===== src/rtl/hazard_controller_pkg.sv =====
// Shared types for the pipeline hazard controller: forwarding selects and sequencer states.
package hazard_controller_pkg;

  typedef enum logic [1:0] {
    FWD_REG = 2'd0,
    FWD_MEM = 2'd1,
    FWD_WB  = 2'd2
  } fwd_sel_t;

  typedef enum logic [1:0] {
    RUN      = 2'd0,
    DRAIN    = 2'd1,
    REDIRECT = 2'd2
  } hz_state_t;

endpackage


===== src/rtl/hazard_controller_forward_detect.sv =====
// Combinational source/destination compare for one ID source operand.
// Returns the forwarding select and whether the operand hits an in-flight load.
module forward_detect
  import hazard_controller_pkg::*;
(
  input  logic [4:0] rs,
  input  logic       ex_valid,
  input  logic       ex_write_reg,
  input  logic       ex_is_load,
  input  logic [4:0] ex_rd,
  input  logic       mem_valid,
  input  logic       mem_write_reg,
  input  logic [4:0] mem_rd,
  output fwd_sel_t   sel,
  output logic       load_use
);

  logic rs_nz;
  logic ex_hit;
  logic mem_hit;

  // x0 is hard-wired zero, so it never forwards and never stalls.
  assign rs_nz    = (rs != 5'd0);
  assign ex_hit   = ex_valid && ex_write_reg && (ex_rd == rs) && rs_nz;
  assign mem_hit  = mem_valid && mem_write_reg && (mem_rd == rs) && rs_nz;
  assign load_use = ex_valid && ex_is_load && (ex_rd == rs) && rs_nz;

  always_comb begin
    sel = FWD_REG;
    if (ex_hit) begin
      sel = FWD_MEM;
    end else if (mem_hit) begin
      sel = FWD_WB;
    end
  end

endmodule


===== src/rtl/hazard_controller.sv =====
// Pipeline sequencer for the 5-stage core: stall/bubble/flush control, registered
// operand-forwarding selects, and the illegal-instruction drain-then-redirect trap.
module hazard_controller
  import hazard_controller_pkg::*;
#(
  parameter int unsigned DRAIN_CYCLES = 2,
  parameter logic [31:0] TRAP_VECTOR  = 32'h0000_0010
) (
  input  logic        clk,
  input  logic        reset,
  input  logic        id_valid,
  input  logic [4:0]  id_rs1,
  input  logic [4:0]  id_rs2,
  input  logic        id_illegal,
  input  logic        ex_valid,
  input  logic [4:0]  ex_rd,
  input  logic        ex_write_reg,
  input  logic        ex_is_load,
  input  logic        ex_branch_taken,
  input  logic        mem_valid,
  input  logic        mem_write_reg,
  input  logic [4:0]  mem_rd,
  input  logic        mem_busy,
  output logic        stall_front,
  output logic        stall_back,
  output logic        bubble_ex,
  output logic        flush_front,
  output logic [1:0]  fwd1_sel,
  output logic [1:0]  fwd2_sel,
  output logic        trap_redirect,
  output logic [31:0] trap_pc
);

  localparam int unsigned CNT_W = $clog2(DRAIN_CYCLES + 1);
  localparam logic [CNT_W-1:0] CNT_LAST = CNT_W'(DRAIN_CYCLES - 1);

  hz_state_t        state_q, state_d;
  logic [CNT_W-1:0] cnt_q, cnt_d;
  fwd_sel_t         fwd1_q, fwd1_d;
  fwd_sel_t         fwd2_q, fwd2_d;
  logic             post_rst_q;

  fwd_sel_t det1_sel, det2_sel;
  logic     det1_lu, det2_lu;
  logic     quiet;
  logic     load_use;

  forward_detect u_fwd_rs1 (
    .rs            (id_rs1),
    .ex_valid      (ex_valid),
    .ex_write_reg  (ex_write_reg),
    .ex_is_load    (ex_is_load),
    .ex_rd         (ex_rd),
    .mem_valid     (mem_valid),
    .mem_write_reg (mem_write_reg),
    .mem_rd        (mem_rd),
    .sel           (det1_sel),
    .load_use      (det1_lu)
  );

  forward_detect u_fwd_rs2 (
    .rs            (id_rs2),
    .ex_valid      (ex_valid),
    .ex_write_reg  (ex_write_reg),
    .ex_is_load    (ex_is_load),
    .ex_rd         (ex_rd),
    .mem_valid     (mem_valid),
    .mem_write_reg (mem_write_reg),
    .mem_rd        (mem_rd),
    .sel           (det2_sel),
    .load_use      (det2_lu)
  );

  // The cycle in reset and the one right after it are held completely quiet.
  assign quiet    = reset || post_rst_q;
  assign load_use = id_valid && (det1_lu || det2_lu);

  always_comb begin
    state_d       = state_q;
    cnt_d         = cnt_q;
    fwd1_d        = fwd1_q;
    fwd2_d        = fwd2_q;
    stall_front   = 1'b0;
    stall_back    = 1'b0;
    bubble_ex     = 1'b0;
    flush_front   = 1'b0;
    trap_redirect = 1'b0;
    if (!quiet) begin
      unique case (state_q)
        RUN: begin
          if (mem_busy) begin
            stall_front = 1'b1;
            stall_back  = 1'b1;
          end else if (ex_branch_taken) begin
            flush_front = 1'b1;
            bubble_ex   = 1'b1;
          end else if (id_illegal && id_valid) begin
            flush_front = 1'b1;
            bubble_ex   = 1'b1;
            cnt_d       = '0;
            state_d     = DRAIN;
          end else if (load_use) begin
            stall_front = 1'b1;
            bubble_ex   = 1'b1;
          end
        end
        DRAIN: begin
          stall_front = 1'b1;
          bubble_ex   = 1'b1;
          if (mem_busy) begin
            stall_back = 1'b1;
          end else if (cnt_q == CNT_LAST) begin
            state_d = REDIRECT;
          end else begin
            cnt_d = cnt_q + 1'b1;
          end
        end
        REDIRECT: begin
          trap_redirect = 1'b1;
          flush_front   = 1'b1;
          bubble_ex     = 1'b1;
          cnt_d         = '0;
          state_d       = RUN;
        end
        default: state_d = RUN;
      endcase

      // A bubble entering EX carries no operands, so its selects are REG.
      if (!mem_busy) begin
        if (bubble_ex) begin
          fwd1_d = FWD_REG;
          fwd2_d = FWD_REG;
        end else if (!stall_front) begin
          fwd1_d = det1_sel;
          fwd2_d = det2_sel;
        end
      end
    end
  end

  always_ff @(posedge clk) begin
    if (reset) begin
      state_q    <= RUN;
      cnt_q      <= '0;
      fwd1_q     <= FWD_REG;
      fwd2_q     <= FWD_REG;
      post_rst_q <= 1'b1;
    end else begin
      state_q    <= state_d;
      cnt_q      <= cnt_d;
      fwd1_q     <= fwd1_d;
      fwd2_q     <= fwd2_d;
      post_rst_q <= 1'b0;
    end
  end

  assign fwd1_sel = fwd1_q;
  assign fwd2_sel = fwd2_q;
  assign trap_pc  = trap_redirect ? TRAP_VECTOR : '0;

endmodule


===== config.mk =====
export PLATFORM = sky130hd
export DESIGN_NAME = hazard_controller
export DESIGN_NICKNAME = d
export VERILOG_FILES = /design/src/rtl/hazard_controller_pkg.sv /design/src/rtl/hazard_controller_forward_detect.sv /design/src/rtl/hazard_controller.sv
export SDC_FILE = /design/constraint.sdc
export NUM_CORES = 1
export LEC_CHECK = 0
export ABC_AREA = 1
export CAP_MARGIN = 25
export CORE_ASPECT_RATIO = 0.75
export CORE_MARGIN = 2
export CORE_UTILIZATION = 38
export CTS_BUF_LIST = sky130_fd_sc_hd__clkbuf_16
export CTS_CLUSTER_SIZE = 12
export DETAILED_ROUTE_END_ITERATION = 7
export PLACE_DENSITY = 0.77
export SLEW_MARGIN = 10
export SYNTH_ARGS = -nofsm -noshare
export SYNTH_HDL_FRONTEND = slang
export SYNTH_SLANG_ARGS = --single-unit

===== constraint.sdc =====
create_clock -name clk -period 2.15 [get_ports clk]
set_input_delay 0.215 -clock clk [delete_from_list [all_inputs] [get_ports clk]]
set_output_delay 0.215 -clock clk [all_outputs]
set_load 0.005 [all_outputs]

==> results.md <==
- WL final: 2710 um
- Hold_buf cts: 0
- # setup viols final: 0
- DRC Markers: 0
- Pwr dens: 418 nW/um^2
- CTS clock-pin slew for the worst setup and hold paths: roughly 40 ps
- Minimum clock period: approximately 1900 ps
- Hold path startpoint: fwd2_sel[0]$_SDFFE_PP0P_
- Complex-gate fraction of the synthesized area: 0.112
- Crit. End Element: output port
- RSZ-0062 raised after global routing: no
- Mapped Area: 1210 um^2
- Clk Latency, worst-skew pair: 230 ps
- Maximum root-to-sink buffer count: 2
- Distinct cell type count after synthesis: 28
- Global route overflow: 0
- Post-synthesis adder-cell area fraction: 0.0515
- Final Worst Setup Slack: between 200 and 250 ps
- ANT nets after route: 0
- First-pass GRT wire length: 4570 um
- R2r startpoint: state_q[1]$_SDFFE_PP0P_
- Hold endpoint: fwd2_sel[0]$_SDFFE_PP0P_
- Hold Path Stages: 2
- Share of cells above drive strength 1: 0.140
- Fin crit share: 0.906
- IO Count: 72
- Most frequent cells in the layout: nand2_1, conb_1, clkdlybuf4s50_1
- First-pass DRT Iterations: 5
- CTS tree: built
- Fin cells: 280
- Max_slew headroom: 0.666
- Final HPWL DP: approximately 2300 um
- Initial Utilization: 0.405
- Vias post-DR: ~1,200
- Reg2Reg Depth: 7
- Status: complete, no violations
- Number of port buffers: 40
- Leak: roughly 0.87 nW
- Diode count: 0
- Main combinational cell family by area after synthesis: simple AND/OR/NAND/NOR gates
- Num rows: 17
- Critical Path Fanout Max: 4
- Tightest Pin Transition: 499 ps
- Synthesis-to-finish area growth: 40.2%
- Routability Congestion: ~0.84
- Sequential element share of the synthesized area: 0.148
- Number of global-route vias before repair: between 1,000 and 1,500
- Max-Cap Viols: 0
- Post-synthesis simple-gate area fraction: 0.320
- Core ar.: 3000 um^2
- CTS buffer count: 3
- DIE WIDTH: 69.3 um
- Worst path max stage delay: between 400 and 500 ps
- Fmax: 0.513 GHz
- Mapped Cells: 187
- Post-synthesis mux area share: 0
- Die area: 3670 um^2
- Ys Warns: 0
- H-tree depth: 1
- R2R setup slack: approximately 320 ps
- Clk sink count: 9
- 1st-iter DRT viols: 41
- Root Buffer: clkbuf_16
- Clk_skew: ~3.6 ps
- Largest net degree at the start of global routing: 9
- Crit path kind: flip-flop to output port
- Post-place setup slack: -126 ps
- Post-Synth XOR/XNOR Area: 0.0865
- Reg-to-reg critical path endpoint: cnt_q[1]$_SDFFE_PP0P_
- Total track usage: 0.158
- Die span in y: 53.0 um
- Worst min path class: flip-flop to flip-flop
- Fin. max-slew vios: 0
- Startpoint Class: flip-flop
- Power Total: 0.712 mW
- Final Hold Fails: 0
- Via/cell ratio: 4.21
- Layout Nets: 279
- Cts repair resizes: 14
- Slowest cell on the critical path: clkdlybuf4s50_1
- Syn Area/Cell: around 6.5 um^2
- Max VDD drop: 469 uV
- Placed cells: 276
- Yosys reg bits: 9
- Post-route core utilization: 0.568
- Setup Buffers After CTS: 0
- Worst EP required: just under 2000 ps
- Critical-path cell list: inv_1 > ha_1 > nor2_1 > nor3_1 > clkdlybuf4s50_1
- Worst Path Arrival: 1730 ps
- Wire per inst: 9.69 um
- Initial antenna violation count: 0
==> kinds of logic (layout without fill, tap and decap cells) <==
group	Yosys count	after routing
adder cells (fa/ha/maj)	5	5
AO/OA/AOI/OAI	22	22
other	1	31
buffers and inverters	58	83
AND/OR/NAND/NOR	80	80
flip-flops	9	9
XOR/XNOR	12	12
==> power breakdown <==
| part | switching (mW) | internal (mW) | leakage [nW] | total, mW |
|---|---|---|---|---|
| sequential | 0.00327 | 0.174 | 0.0733 | 0.177 |
| combinational | 0.106 | 0.108 | 0.755 | 0.214 |
| clock | 0.0781 | 0.243 | 0.0423 | 0.321 |
==> state kept, by name, summed over array words and instances, names as in the netlist <==
register	flops
fwd2_sel	2
post_rst_q	1
state_q	2
fwd1_sel	2
cnt_q	2
==> cell usage after synthesis <==
| cell | number | area, um^2 |
|---|---|---|
| a21oi_1 | 9 | 45.0 |
| inv_2 | 2 | 7.51 |
| o211a_1 | 2 | 20.0 |
| nand3_1 | 5 | 25.0 |
| nor2_1 | 22 | 82.6 |
| a21oi_4 | 1 | 16.3 |
| xnor2_1 | 6 | 52.6 |
| nand3_2 | 4 | 40.0 |
| o21bai_1 | 1 | 7.51 |
| nor2_2 | 3 | 18.8 |
| nor3_1 | 4 | 20.0 |
| nand3b_1 | 1 | 7.51 |
| nand2_1 | 31 | 116 |
| inv_1 | 23 | 86.3 |
| conb_1 | 1 | 3.75 |
| or2_1 | 1 | 6.26 |
| ha_1 | 5 | 62.6 |
| a211oi_1 | 1 | 7.51 |
| nand2_4 | 2 | 22.5 |
| nand2_2 | 3 | 18.8 |
| o21ai_0 | 8 | 40.0 |
| clkinv_1 | 1 | 3.75 |
| xor2_1 | 6 | 52.6 |
| buf_4 | 32 | 240 |
| dfxtp_1 | 9 | 180 |
| and3_1 | 1 | 6.26 |
| nand4_1 | 2 | 12.5 |
| nor4_2 | 1 | 12.5 |
==> routing by layer <==
layer | vias to the layer above | track usage | share of wire
met2 | 38 | 0.248 | 0.40
met4 | 0 | 0.0588 | 0.0077
met1 | 504 | 0.217 | 0.53
met5 | - | 0 | 0
li1 | 633 | - | -
met3 | 4 | 0.0305 | 0.064
==> worst max-delay path: cells and delay by family (launching register included) <==
kind                     cells  cell delay [ps]
flip-flops                   1              380
AND/OR/NAND/NOR              2              350
buffers and inverters        2              530
adder cells (fa/ha/maj)      1              230
==> layout make-up <==
type                            count  area [um^2]
Clock buffer                        3         75.1
Clock inverter                      1         3.75
Fill cell                         294         1300
Inverter                           26         97.6
Multi-Input combinational cell    150          815
Sequential cell                     9          180
Tap cell                           38         47.5
Timing Repair Buffer               53          484
==> worst max path at each step <==
stage | startpoint | to | slack (ps) | cells past startpoint
after global routing | id_rs2[3] | stall_front | 50 | 12
after global placement | ex_rd[2] | stall_front | -150 | 11
after CTS | state_q[0]$_SDFFE_PP0P_ | flush_front | 120 | 7
after detailed placement | ex_rd[2] | stall_front | -130 | 11
final | state_q[1]$_SDFFE_PP0P_ | stall_back | 200 | 5
after floorplan | state_q[0]$_SDFFE_PP0P_ | cnt_q[0]$_SDFFE_PP0P_ | 530 | 7
==> metrics by stage <==
step                      TNS (ps)  cell area [um^2]  hold slack, ps
after floorplan                  0              1330             243
after global placement        -232              1630             480
after detailed placement      -191              1630             475
after CTS                        0              1700             494
after global routing             0              1700             519
final                            0              1700             490
No activity file was read; power rests on OpenSTA's default activity.
